===== src/rtl/control_sequencer.sv =====
// control_sequencer: multi-cycle fetch/decode/execute sequencer feeding the
// control core with an instruction ID and the supervisor MODE bit.
// Optional interrupt injection is enabled by defining SEQ_IRQ_EN.
module control_sequencer (
    input  logic        clock,
    input  logic        reset,
    input  logic [15:0] instruction,
    input  logic [6:0]  decoded_id,
    input  logic        irq,
    output logic [15:0] ir,
    output logic [6:0]  id,
    output logic        mode,
    output logic        fetch,
    output logic        pc_enable,
    output logic        halted,
    output logic        irq_ack
);

    typedef enum logic [2:0] {
        ST_RESET   = 3'd0,
        ST_FETCH   = 3'd1,
        ST_DECODE  = 3'd2,
        ST_EXECUTE = 3'd3,
        ST_MEMWAIT = 3'd4,
        ST_HALT    = 3'd5
    } state_t;

    localparam logic [6:0] ID_NOP    = 7'd0;
    localparam logic [6:0] ID_SWI    = 7'd72;
    localparam logic [6:0] ID_RETURN = 7'd74;
    localparam logic [6:0] ID_HALT   = 7'd75;
    localparam logic [6:0] ID_RESET  = 7'd100;

    state_t      state_reg, state_next;
    logic [15:0] ir_reg;
    logic [6:0]  id_reg, id_next;
    logic        mode_reg, mode_next;
    logic        irq_taken_reg, irq_taken_next;

    // Loads need a second execute cycle (MEMWAIT) for the memory read.
    function automatic logic is_load(input logic [6:0] v);
        is_load = ((v >= 7'd43) && (v <= 7'd47)) || (v == 7'd49) ||
                  (v == 7'd51) || (v == 7'd53) || (v == 7'd55) ||
                  (v == 7'd68) || (v == 7'd71);
    endfunction

    // State, instruction, ID and mode registers; reset abandons any instruction.
    always_ff @(posedge clock or posedge reset) begin
        if (reset) begin
            state_reg     <= ST_RESET;
            ir_reg        <= 16'd0;
            id_reg        <= ID_NOP;
            mode_reg      <= 1'b1;
            irq_taken_reg <= 1'b0;
        end else begin
            state_reg     <= state_next;
            id_reg        <= id_next;
            mode_reg      <= mode_next;
            irq_taken_reg <= irq_taken_next;
            if (state_reg == ST_FETCH) begin
                ir_reg <= instruction;
            end
        end
    end

    // Next-state logic; outputs depend only on registered state, never on inputs.
    always_comb begin
        state_next     = state_reg;
        id_next        = id_reg;
        mode_next      = mode_reg;
        irq_taken_next = irq_taken_reg;
        id             = ID_NOP;
        fetch          = 1'b0;
        pc_enable      = 1'b0;
        halted         = 1'b0;
        case (state_reg)
            ST_RESET: begin
                id         = ID_RESET;
                state_next = ST_FETCH;
            end
            ST_FETCH: begin
                fetch      = 1'b1;
                state_next = ST_DECODE;
            end
            ST_DECODE: begin
                // Programs must never be able to drive the core into RESET.
                id_next        = (decoded_id == ID_RESET) ? ID_NOP : decoded_id;
                irq_taken_next = 1'b0;
`ifdef SEQ_IRQ_EN
                // Interrupts only preempt user code and win over HALT.
                if (irq && !mode_reg) begin
                    id_next        = ID_SWI;
                    irq_taken_next = 1'b1;
                end
`endif
                state_next = ST_EXECUTE;
            end
            ST_EXECUTE: begin
                id = id_reg;
                // Mode changes on the edge leaving EXECUTE, so the core sees
                // the old mode for the whole SWI/return execute cycle.
                if (id_reg == ID_SWI) begin
                    mode_next = 1'b1;
                end else if (id_reg == ID_RETURN) begin
                    mode_next = 1'b0;
                end
                if (irq_taken_reg) begin
                    // No PC advance: the interrupted instruction is refetched.
                    state_next = ST_FETCH;
                end else if (is_load(id_reg)) begin
                    state_next = ST_MEMWAIT;
                end else if (id_reg == ID_HALT) begin
                    state_next = ST_HALT;
                end else begin
                    pc_enable  = 1'b1;
                    state_next = ST_FETCH;
                end
            end
            ST_MEMWAIT: begin
                id         = id_reg;
                pc_enable  = 1'b1;
                state_next = ST_FETCH;
            end
            ST_HALT: begin
                id     = ID_HALT;
                halted = 1'b1;
            end
            default: begin
                state_next = ST_RESET;
            end
        endcase
    end

    assign ir   = ir_reg;
    assign mode = mode_reg;

`ifdef SEQ_IRQ_EN
    assign irq_ack = (state_reg == ST_EXECUTE) && irq_taken_reg;
`else
    // Interrupt input is unused in this build.
    logic unused_irq;
    assign unused_irq = irq;
    assign irq_ack    = 1'b0;
`endif

endmodule

===== config.mk =====
export PLATFORM = sky130hd
export DESIGN_NAME = control_sequencer
export DESIGN_NICKNAME = d
export VERILOG_FILES = /design/src/rtl/control_sequencer.sv
export SDC_FILE = /design/constraint.sdc
export NUM_CORES = 1
export LEC_CHECK = 0
export ABC_AREA = 1
export CAP_MARGIN = 20
export CORE_MARGIN = 1
export CORE_UTILIZATION = 42
export CTS_CLUSTER_DIAMETER = 50
export DETAILED_ROUTE_END_ITERATION = 6
export PLACE_DENSITY = 0.89
export REMOVE_ABC_BUFFERS = 1
export SYNTH_ARGS = -nofsm -noshare
export SYNTH_HDL_FRONTEND = slang
export SYNTH_SLANG_ARGS = --single-unit

===== constraint.sdc =====
create_clock -name clock -period 1.7 [get_ports clock]
set_input_delay 0.34 -clock clock [delete_from_list [all_inputs] [get_ports clock]]
set_output_delay 0.34 -clock clock [all_outputs]
set_load 0.05 [all_outputs]

=== After elaboration in Yosys (flattened, before gate mapping) ===
Cells that the tools add are included.

* Order comparisons: 2
* Eq/ne operators: 15
* Muxes and demuxes: 12
* Reduce and logical (&&, ||, !) cells: 12

{| class="wikitable"
|+ Operators with widths
! cell !! count
|-
| $eq 7x7->1 const B || 6
|-
| $eq 7x6->1 const B || 4
|-
| $pmux 7 s3 || 1
|-
| $pmux 3 s5 || 1
|-
| $ge 7x6->1 const B || 1
|-
| $le 7x6->1 const B || 1
|-
| $mux 7 || 1
|-
| $eq 3x2->1 const B || 2
|-
| $eq 3x3->1 const B || 2
|-
| $logic_or 1x1->1 || 6
|-
| $mux 1 || 6
|-
| $mux 3 || 2
|-
| $reduce_or 2->1 || 2
|-
| $eq 3x1->1 const B || 1
|-
| $logic_not 3->1 || 1
|-
| $pmux 1 s2 || 1
|-
| $reduce_and 2->1 || 1
|-
| $reduce_bool 2->1 || 1
|-
| $logic_and 1x1->1 || 1
|}

* Flip-flop bits (word level): 27
* Bits of input ports: 26
* Output and inout port bits: 28
* Word-level logic and storage cells: 45

=== Logic depth before layout (Yosys ltp) ===
* Depth in word-level cells: 10
* Mapped depth: 10
* Mapped depth without buffers: 10

=== Least setup slack after synthesis ===
Ideal clock, no wire load.

* Path type: reg2out
* Start point: register state_reg[2]
* End point: output port id[0]
* Data arrival time: 1.937 ns
* Required time: 1.360 ns
* Slack: -0.577 ns
* Stages on the path, launching flop included: 5
* Buffers on the path: 0
* Cell sequence: dfrtp_1 > inv_2 > nor3_2 > inv_2 > o21ai_1

* Longest elaborated chain between the ends: 3
* Elaborated cells on any way between the ends: 6
* Classes of those cells: 3 x eq/ne; 1 x mux; 2 x reduce/logical

{| class="wikitable"
|+ Ends and longest elaborated chain
! element !! line !! RTL
|-
| start: declaration || 34 || <nowiki>state_t state_reg, state_next;</nowiki>
|-
| start signal: assignment || 56 || <nowiki>state_reg <= state_next;</nowiki>
|-
| $eq 3x2->1 / $eq 3x3->1 (equally long branches) || 76 || <nowiki>case (state_reg)</nowiki>
|-
| $reduce_or 2->1 (no line) || -- ||
|-
| $pmux 7 s3 * || 76 ||
|-
| end: declaration || 11 || <nowiki>output logic [6:0] id,</nowiki>
|}

Every way passes the cells marked *; elsewhere a longest branch is shown, timed or not.

=== Worst setup path in the final report ===
* Start point: register state_reg[0]
* End point: output port id[6]

Same word-level chain as after synthesis.

==> impl_results.md <==
- Req. time, crit path: 1.36 ns
- Post-route ant nets: 0
- Worst setup EP type: output port
- Hold Vio Cnt, Final: 0
- Largest net degree at the start of global routing: 19
- DRC viols: 4
- CP cell instances: inv_2 -> nor3_4 -> a21oi_4 -> o211ai_1 -> buf_12
- # nets final: 252
- DR iter-0 viols: 40
- Skew-Pair Late Insertion Delay: 0.32 ns
- Pre-antenna DRT Iters: 6
- Final Max Slew Viols: 0
- Wire per inst: between 10 and 15 µm
- Core outline area: 2830 µm²
- RSZ-0062 raised after global routing: true
- Final setup vio count: 10
- Via Count: 1250
- Final cell count without fillers: 256
- Crit Path Class: flop to output port
- Die Y: 57.2 µm
- Wirelength, routed: 3340 µm
- Diodes inserted: 0
- Commonest cells after routing, fill and taps aside: nand2_1, buf_4, dfrtp_1, clkdlybuf4s50_1, o21ai_1
- Sink Count: 27
- DP Wirelength: 2350 µm
- Global route total overflow: 0
- Area Overhead vs Synth: 61.0%
- Full die area: 3280 µm²
- Skew final: 0.00205 ns
- CTS H-Tree Depth: 1
- Violated checks: DRC, setup timing
- Place WS: 0.0744 ns
- Worst min path class: input port to async pin
- First-pass GRT wire length: approximately 5500 µm
- Worst Path Max Fanout: 7
- Worst path top cell family by delay: flip-flops
- Initial antenna violation count: 0
- Worst r2r src: state_reg[0]$_DFFE_PP0N_
- Inserted Clock Buffers: 3
- Final design utilization: 0.729
- Setup crit start: state_reg[0]$_DFFE_PP0N_
- Largest register FFs: 16
- Critical path's slowest cell: dfrtp_1
- Clk slew on worst S/H paths: 0.15 ns
- Synth warn: 0
- GP Congestion: around 0.85
- Cts hold-fix bufs: 0
- CTS tree: built
- CP peak stage delay: 0.43 ns
- Clk buf depth: 2
- Syn_area_per_cell: 8.11 µm²
- Critical path arrival: 1.64 ns
- Initial Util: 0.453
- Fmax achieved: 506 MHz
- Top post-synthesis cells by area: dfrtp_1, nand2_1, o21ai_1
- Worst Setup Start Kind: flop
- Max-Cap Viols: 0
- Die X: 57.2 µm
- DR vias/cell: approximately 4.9
- Outcome: complete, but fails checks
- Post-synth top area share: 0.508
- Final worst path period need: a little under 2 ns
- # rows: 19
- Most common cell after layout, fill and taps aside: nand2_1
- Synth Cell Area: 1280 µm²
- Netlist cell types: 21
- PortBufs: 51
- Final worst slack: -0.275 ns
- Biggest area consumer among synthesized cells: dfrtp_1
- Seq/Total Area, Yosys: 0.528
- Post-Syn Instances: 158
- Met2 WL: 1820 µm
- #FFs+latches synth: 27
- Io pins: 54
- Number of placed instances, taps included: 242
- Vias in the first global route: 1217
- Highest metal used: met4
- Final period util: 1.16
- Worst Path Buf+Inv: 2
- GRT Util Overall: 0.216
- Routed wl met3: 97 µm
- Share of cells above drive strength 1: 0.311
- M1 WL: 1340 µm
- Clock tree root buffer cell: clkbuf_4
metrics by stage:
step / instance area (µm²) / hold slack, ns / TNS, ns
final: 2060 / 0.294 / -1.70
after global routing: 2060 / 0.329 / -2.49
after CTS: 2040 / 0.305 / -1.53
after detailed placement: 1920 / 0.460 / 0
after global placement: 1920 / 0.455 / 0
after floorplan: 1250 / 0.392 / -3.49
path summary, 6_finish.rpt:
kind	end	cells after the start	slack, ns
max in group asynchronous	state_reg[1]$_DFFE_PP0N_	3	0.96
worst max register to register	ir[3]$_DFFE_PP0P_	8	0.15
worst max-delay path	id[6]	5	-0.28
worst min-delay path	id_reg[5]$_DFFE_PP0N_	2	0.29
worst min register to register	ir[12]$_DFFE_PP0P_	2	0.49
min in group clock	ir[12]$_DFFE_PP0P_	2	0.49
logic make-up after synthesis:
| family | synth area share |
|---|---|
| other | 0.00293 |
| buffers and inverters | 0.0791 |
| AOI/OAI and AO/OA | 0.0752 |
| and+or+nand+nor | 0.314 |
| DFF | 0.528 |
metal layers:
layer,global-route usage,vias up
met2,0.400,38
met5,0,-
met4,0.0697,0
met1,0.268,582
li1,-,624
met3,0.0136,6
synthesized netlist by cell type:
cell type	instances
nand2_1	70
dfrtp_1	26
o21ai_1	15
inv_1	10
nand3_1	7
inv_2	6
nor2_1	6
nor3_4	3
buf_6	2
nand4_1	2
a21oi_2	1
and2_1	1
buf_2	1
buf_4	1
conb_1	1
dfstp_2	1
inv_4	1
nor3_1	1
nor3_2	1
o211ai_1	1
o21ai_0	1
final cells by class:
class | instances | area, µm²
Clock inverter | 1 | 7.51
Multi-Input combinational cell | 110 | 536
Fill cell | 209 | 766
Inverter | 17 | 66.3
Sequential cell | 27 | 679
Timing Repair Buffer | 67 | 713
Tap cell | 31 | 38.8
Clock buffer | 3 | 22.5
repair_timing:
| action | 4_1_cts | 5_1_grt |
|---|---|---|
| setup buffers | 8 | 2 |
| endpoints found under the setup margin | 10 | 10 |
| pin swaps | 2 | 2 |
| gates resized for setup | 9 | 4 |
Power is not shown: default switching activity piles up to over one toggle a cycle in this logic, so the estimate is an artifact.
==> RTL change 1, RTL diff (same settings) <==
The 6 states of `state_t` get a one-hot encoding in 6 bits.
--- a/src/rtl/control_sequencer.sv
+++ b/src/rtl/control_sequencer.sv
@@ -16,13 +16,13 @@
     output logic        irq_ack
 );
 
-    typedef enum logic [2:0] {
-        ST_RESET   = 3'd0,
-        ST_FETCH   = 3'd1,
-        ST_DECODE  = 3'd2,
-        ST_EXECUTE = 3'd3,
-        ST_MEMWAIT = 3'd4,
-        ST_HALT    = 3'd5
+    typedef enum logic [5:0] {
+        ST_RESET   = 6'b000001,
+        ST_FETCH   = 6'b000010,
+        ST_DECODE  = 6'b000100,
+        ST_EXECUTE = 6'b001000,
+        ST_MEMWAIT = 6'b010000,
+        ST_HALT    = 6'b100000
     } state_t;
 
     localparam logic [6:0] ID_NOP    = 7'd0;
Behaviour: no difference found for any inputs over 10 cycles, from zero or initial values and one cycle with reset high; not proved beyond that.
==> RTL change 1 against the unedited design <==
- the flow finishes with violations (negative setup slack)
- sequential cell count is 3 higher
- clock skew is 0.010 ns higher
- count of clock-buffer cells in the layout is 4 higher
- hold slack worse by 0.053 ns
- worst setup slack worse by 0.095 ns
- wire length is 34% higher
- synthesized area is 9.2% higher
- design area is 20% higher
- synthesized cell count is 12% higher
- critical path type unchanged
- critical endpoint is now id[1]
- highest routed layer unchanged
==> RTL change 1: results (changes against the unedited design) <==
- Start point of the critical path: state_reg[1]
* TritonCTS buffer count: 5 (+2)
* Synthesized area divided by synthesized cell count: 7.90 sq um (-2.5%)
* CTS H-tree lvls: 2 (+1)
* Worst reg2reg endpoint: id_reg[0]
- Top cells by area in the synthesized netlist: sky130_fd_sc_hd__dfrtp_1 50%, sky130_fd_sc_hd__nand2_1 21%, sky130_fd_sc_hd__inv_1 5.1%
* Placed cell count: 284 (+17%)
* Minimum setup slack in the final design: -0.371 ns (-0.0952 ns)
* Violated checks: negative setup slack
- Hold WS: 0.241 ns (-0.0530 ns)
- The routability congestion estimate from global placement came to 0.789 (-6.8%).
- Status: finished with violations
* Count of cell types in the netlist: 22 (+4.8%)
* Sequential share of the synthesized area: 53.8% (+1.0 points)
- The number of global-route vias before repair is 1,433 (+18%).
- The final routed wirelength across all metal layers was 4480 um (+34%).
* Final setup skew: 0.0124 ns (+0.0103 ns)
- The final setup violation count came to 10 (unchanged).
- # Post-CTS Setup Buffers: 16 (+8)
- First-pass GRT wire length: 6280 um (+15%)
- The clock latency reported for the late side of the worst-skew pair came to 0.34 ns (+0.02 ns).
* Leading cell types by count after synthesis: 80 x sky130_fd_sc_hd__nand2_1, 28 x sky130_fd_sc_hd__dfrtp_1, 19 x sky130_fd_sc_hd__inv_1
* Fraction of final layout cells sized beyond drive strength 1: 37.3% (+6.2 points)
- The DRC marker count from the first detailed-route iteration is 62 (+55%).
* Arrival time worst endpoint: 1.73 ns (+0.09 ns)
RTL change 1: worst max-delay path, delay by kind of cell, from the launching register on:
family                 cells  cell delay (ns)
buffers and inverters      3             0.39
AND/OR/NAND/NOR            3             0.39
AO/OA/AOI/OAI              1             0.16
flip-flops                 1             0.44
RTL change 1: cell families after synthesis:
group	count (synthesis)	share of synthesized area, %
AND/OR/NAND/NOR	108	33.4
flip-flops	30	53.8
buffers and inverters	25	7.69
AO/OA/AOI/OAI	13	4.83
other	1	0.268
RTL change 1: worst max path at each step:
stage	endpoint	slack, ns	cells after the start
finish	id[1]	-0.37	7
CTS	pc_enable	-0.28	7
global placement	id[3]	0.002	9
detailed placement	id[5]	-0.03	9
global route	id[1]	-0.40	7
floorplan	id[0]	-0.62	5
RTL change 1: metal layers:
layer / up-vias / GRT usage [%] / part of all wire [%]
met3: 10 / 6.93 / 3.9
met4: 0 / 11.6 / 2.1
li1: 710 / - / -
met1: 731 / 27.8 / 39
met5: - / 0 / 0
met2: 54 / 44.0 / 55
RTL change 1: per-stage QoR:
step / TNS, ns / setup slack [ns] / util [%] / instance area (sq um) / total power (W)
detailed placement: -0.0893 / -0.0309 / 68.8 / 2140 / 0.00385
CTS: -1.93 / -0.278 / 76.9 / 2390 / 0.00452
global placement: 0 / 0.00212 / 68.8 / 2140 / 0.00379
floorplan: -3.54 / -0.620 / - / 1380 / 0.00282
global route: -3.42 / -0.403 / 79.6 / 2470 / 0.00498
finish: -3.01 / -0.371 / 79.6 / 2470 / 0.00473
RTL change 1: area by class of cell:
class	count	area, sq um
well taps	44	55.1
clock inverters	1	5.00
inverters	22	97.6
multi-input cells	122	661
fillers	205	634
flip-flops and latches	30	753
repair buffers	81	842
clock buffers	7	55.1
==> RTL change 2, RTL diff (same settings) <==
Made on the original files. Build with the macro `SEQ_IRQ_EN` defined.
--- a/src/rtl/control_sequencer.sv
+++ b/src/rtl/control_sequencer.sv
@@ -1,6 +1,8 @@
 // control_sequencer: multi-cycle fetch/decode/execute sequencer feeding the
 // control core with an instruction ID and the supervisor MODE bit.
 // Optional interrupt injection is enabled by defining SEQ_IRQ_EN.
+`define SEQ_IRQ_EN
+
 module control_sequencer (
     input  logic        clock,
     input  logic        reset,
Check against the original RTL: not equivalent (Yosys sat finds a counterexample within 10 cycles, from zero or initial values and one cycle with reset high).
==> RTL change 2 against the unedited design <==
- the run still ends with design-rule violations, negative setup slack left
- non-clock buffer count increased by 15
- sequential cell count up 1
- register-to-register slack got worse by 0.14 ns
- via count grew 15%
- synthesized area is 2.9% higher
- first-iteration DRC count grew 45%
- design area grew 12%
- wire length increased by 20%
- worst setup slack got worse by 0.074 ns
==> RTL change 2: results (changes against the unedited design) <==
- Status: finished with violations
- Violated checks: design-rule violations, negative setup slack
- Via count of the first global-routing pass: 1,364 (+12%)
- Maximum fanout encountered on the critical timing path: 4 (-3)
- Slowest stage delay, CP: 0.46 ns (+0.03 ns)
- The hold buffer count at CTS came to 0 (unchanged).
- Compound-gate portion of the synthesized area: 7.31% (-0.21 points)
* DRC violation total after the first TritonRoute iteration: 58 (+45%)
* Worst min-delay path category: in2async
* First-pass iteration count of the detailed router: 6 (unchanged)
* Critical path's slowest cell: sky130_fd_sc_hd__dfrtp_1
- The final setup violation count is 11 (+1).
- The routability congestion estimate from global placement is 0.909 (+7.5%).
- The worst setup timing slack at the placement stage was -0.0250 ns (-0.0994 ns).
- Summed over all nets, the switching power comes to 0.00276 W.
- The post-synthesis adder-cell area fraction is 0% (unchanged).
* Buffer levels on the longest clock path: 2 (unchanged)
- The largest net degree at the start of global routing is 18 (-1).
- Leading cell types by count after synthesis: 69 x sky130_fd_sc_hd__nand2_1, 27 x sky130_fd_sc_hd__dfrtp_1, 15 x sky130_fd_sc_hd__inv_1
- The final critical-path setup slack was -0.349 ns (-0.0740 ns).
- HPWL Detailed: 2780 um (+18%)
* First-pass GRT wire length: 6090 um (+12%)
- The final net count came to 272 (+7.9%).
- The total clock buffers created by CTS is 3 (unchanged).
- Ratio of routed vias to standard cells: 5.23 (+7.1%)
* Asr flop ratio synth: 100% (unchanged)
- Wire length reported by the detailed router: 3990 um (+20%)
- Arrival time worst endpoint: 1.71 ns (+0.07 ns)
- Sequential share of the synthesized area: 53.2% (+0.39 points)
- Top cells by area in the synthesized netlist: sky130_fd_sc_hd__dfrtp_1 51%, sky130_fd_sc_hd__nand2_1 20%, sky130_fd_sc_hd__inv_1 4.3%
- The total count of hold-check failures in the final report was 0 (unchanged).
- The proportion of synthesized area in mux cells was 0% (unchanged).
- VDD sags by at most 1250 uV.
- The count of different cell masters after synthesis came to 21 (unchanged).
- The count of port buffers added during placement is 53 (+3.9%).
- The number of remaining DRC errors came to 2 (-2).
- Area share of xor/xnor cells in the synthesized design: 0% (unchanged)
- The worst clock skew on the final layout was 0.0136 ns (+0.0116 ns).
- Syn. warnings: 0 (unchanged)
- Number of flip-flops in the largest register: 16 (unchanged)
- Fraction of final layout cells sized beyond drive strength 1: 35.1% (+4.0 points)
- The placement-stage cell area is 2070 sq um (+7.4%).
* Number of antenna violations at the first check in global routing: 0 (unchanged)
- The later pin in the worst-skew pair is clocked with a latency of 0.33 ns.
- Clock tree root driver cell: sky130_fd_sc_hd__clkbuf_4
- For this design the static power due to leakage is 1.17 nW.
- The antenna diode count came to 0 (unchanged).
* GRT Overall Usage: 23.8% (+2.2 points)
- Slew margin rel.: 79.0%
- CTS H-tree lvls: 1 (unchanged)
- Clock-pin slew was measured on the worst setup and hold paths at 0.16 ns.
-- RTL change 2: cell types whose count changed after synthesis, moves of 2 or more --
| cell | unedited run | this run |
|---|---|---|
| sky130_fd_sc_hd__inv_2 | 6 | 3 |
| sky130_fd_sc_hd__inv_1 | 10 | 15 |
| sky130_fd_sc_hd__nor3_1 | 1 | 3 |
| sky130_fd_sc_hd__o21ai_1 | 15 | 1 |
| sky130_fd_sc_hd__o21ai_0 | 1 | 9 |
| sky130_fd_sc_hd__a21oi_1 | 0 | 5 |
-- RTL change 2: power by group through the flow --
stage                     clock network [W]  logic [W]  registers (W)
after CTS                          0.000433    0.00361        0.00119
after global placement                    0    0.00335        0.00119
after global routing               0.000470    0.00404        0.00124
after floorplan                           0    0.00127        0.00188
final                              0.000435    0.00384        0.00121
after detailed placement                  0    0.00342        0.00120
-- RTL change 2: final cells by class --
class	instances	area (sq um)
clock buffers	3	22.5
clock inverters	1	30.0
fillers	156	546
inverters	19	73.8
multi-input cells	112	584
flip-flops and latches	28	702
well taps	31	38.8
repair buffers	82	856
-- RTL change 2: cells by family after synthesis --
group | count (synthesis)
AO/OA/AOI/OAI | 18
buffers and inverters | 22
flip-flops | 28
AND/OR/NAND/NOR | 94
-- RTL change 2: what timing repair did --
item                                    4_1_cts  5_1_grt
resized for setup                            19       15
endpoints found under the setup margin       11       11
pin swaps                                     7       11
buffers inserted                              4       11
-- RTL change 2: per-layer routing --
layer	wire, um	track usage (%)	part of all wire (%)
met1	1570	31.0	39
met2	2130	40.6	53
met3	175	3.35	4.4
met4	111	8.84	2.8
met5	0	0	0
-- RTL change 2: final timing paths --
check	cells after the start	slack, ns	to	startpoint
max	5	-0.35	id[6]	state_reg[1]
min	3	0.28	ir[0]	reset
max reg2reg	9	0.01	id_reg[2]	state_reg[1]
min reg2reg	2	0.49	ir[7]	ir[7]
max in group asynchronous	3	1.13	mode	reset
min in group clock	2	0.49	ir[7]	ir[7]
-- RTL change 2: worst max-delay path, delay by kind of cell (launching register included) --
| family | cells | cell delay (ns) |
|---|---|---|
| and+or+nand+nor | 2 | 0.37 |
| DFF | 1 | 0.46 |
| AOI/OAI and AO/OA | 1 | 0.16 |
| buffers and inverters | 2 | 0.39 |
-- RTL change 2: stage by stage --
step,TNS (ns),hold slack [ns],cells,total power [W]
2_1_floorplan,-10.13,0.405,159,0.00315
3_3_place_gp,0,0.455,260,0.00453
3_5_place_dp,-0.0809,0.461,260,0.00462
4_1_cts,-2.04,0.291,268,0.00523
5_1_grt,-3.57,0.308,276,0.00575
6_report,-2.61,0.281,276,0.00548
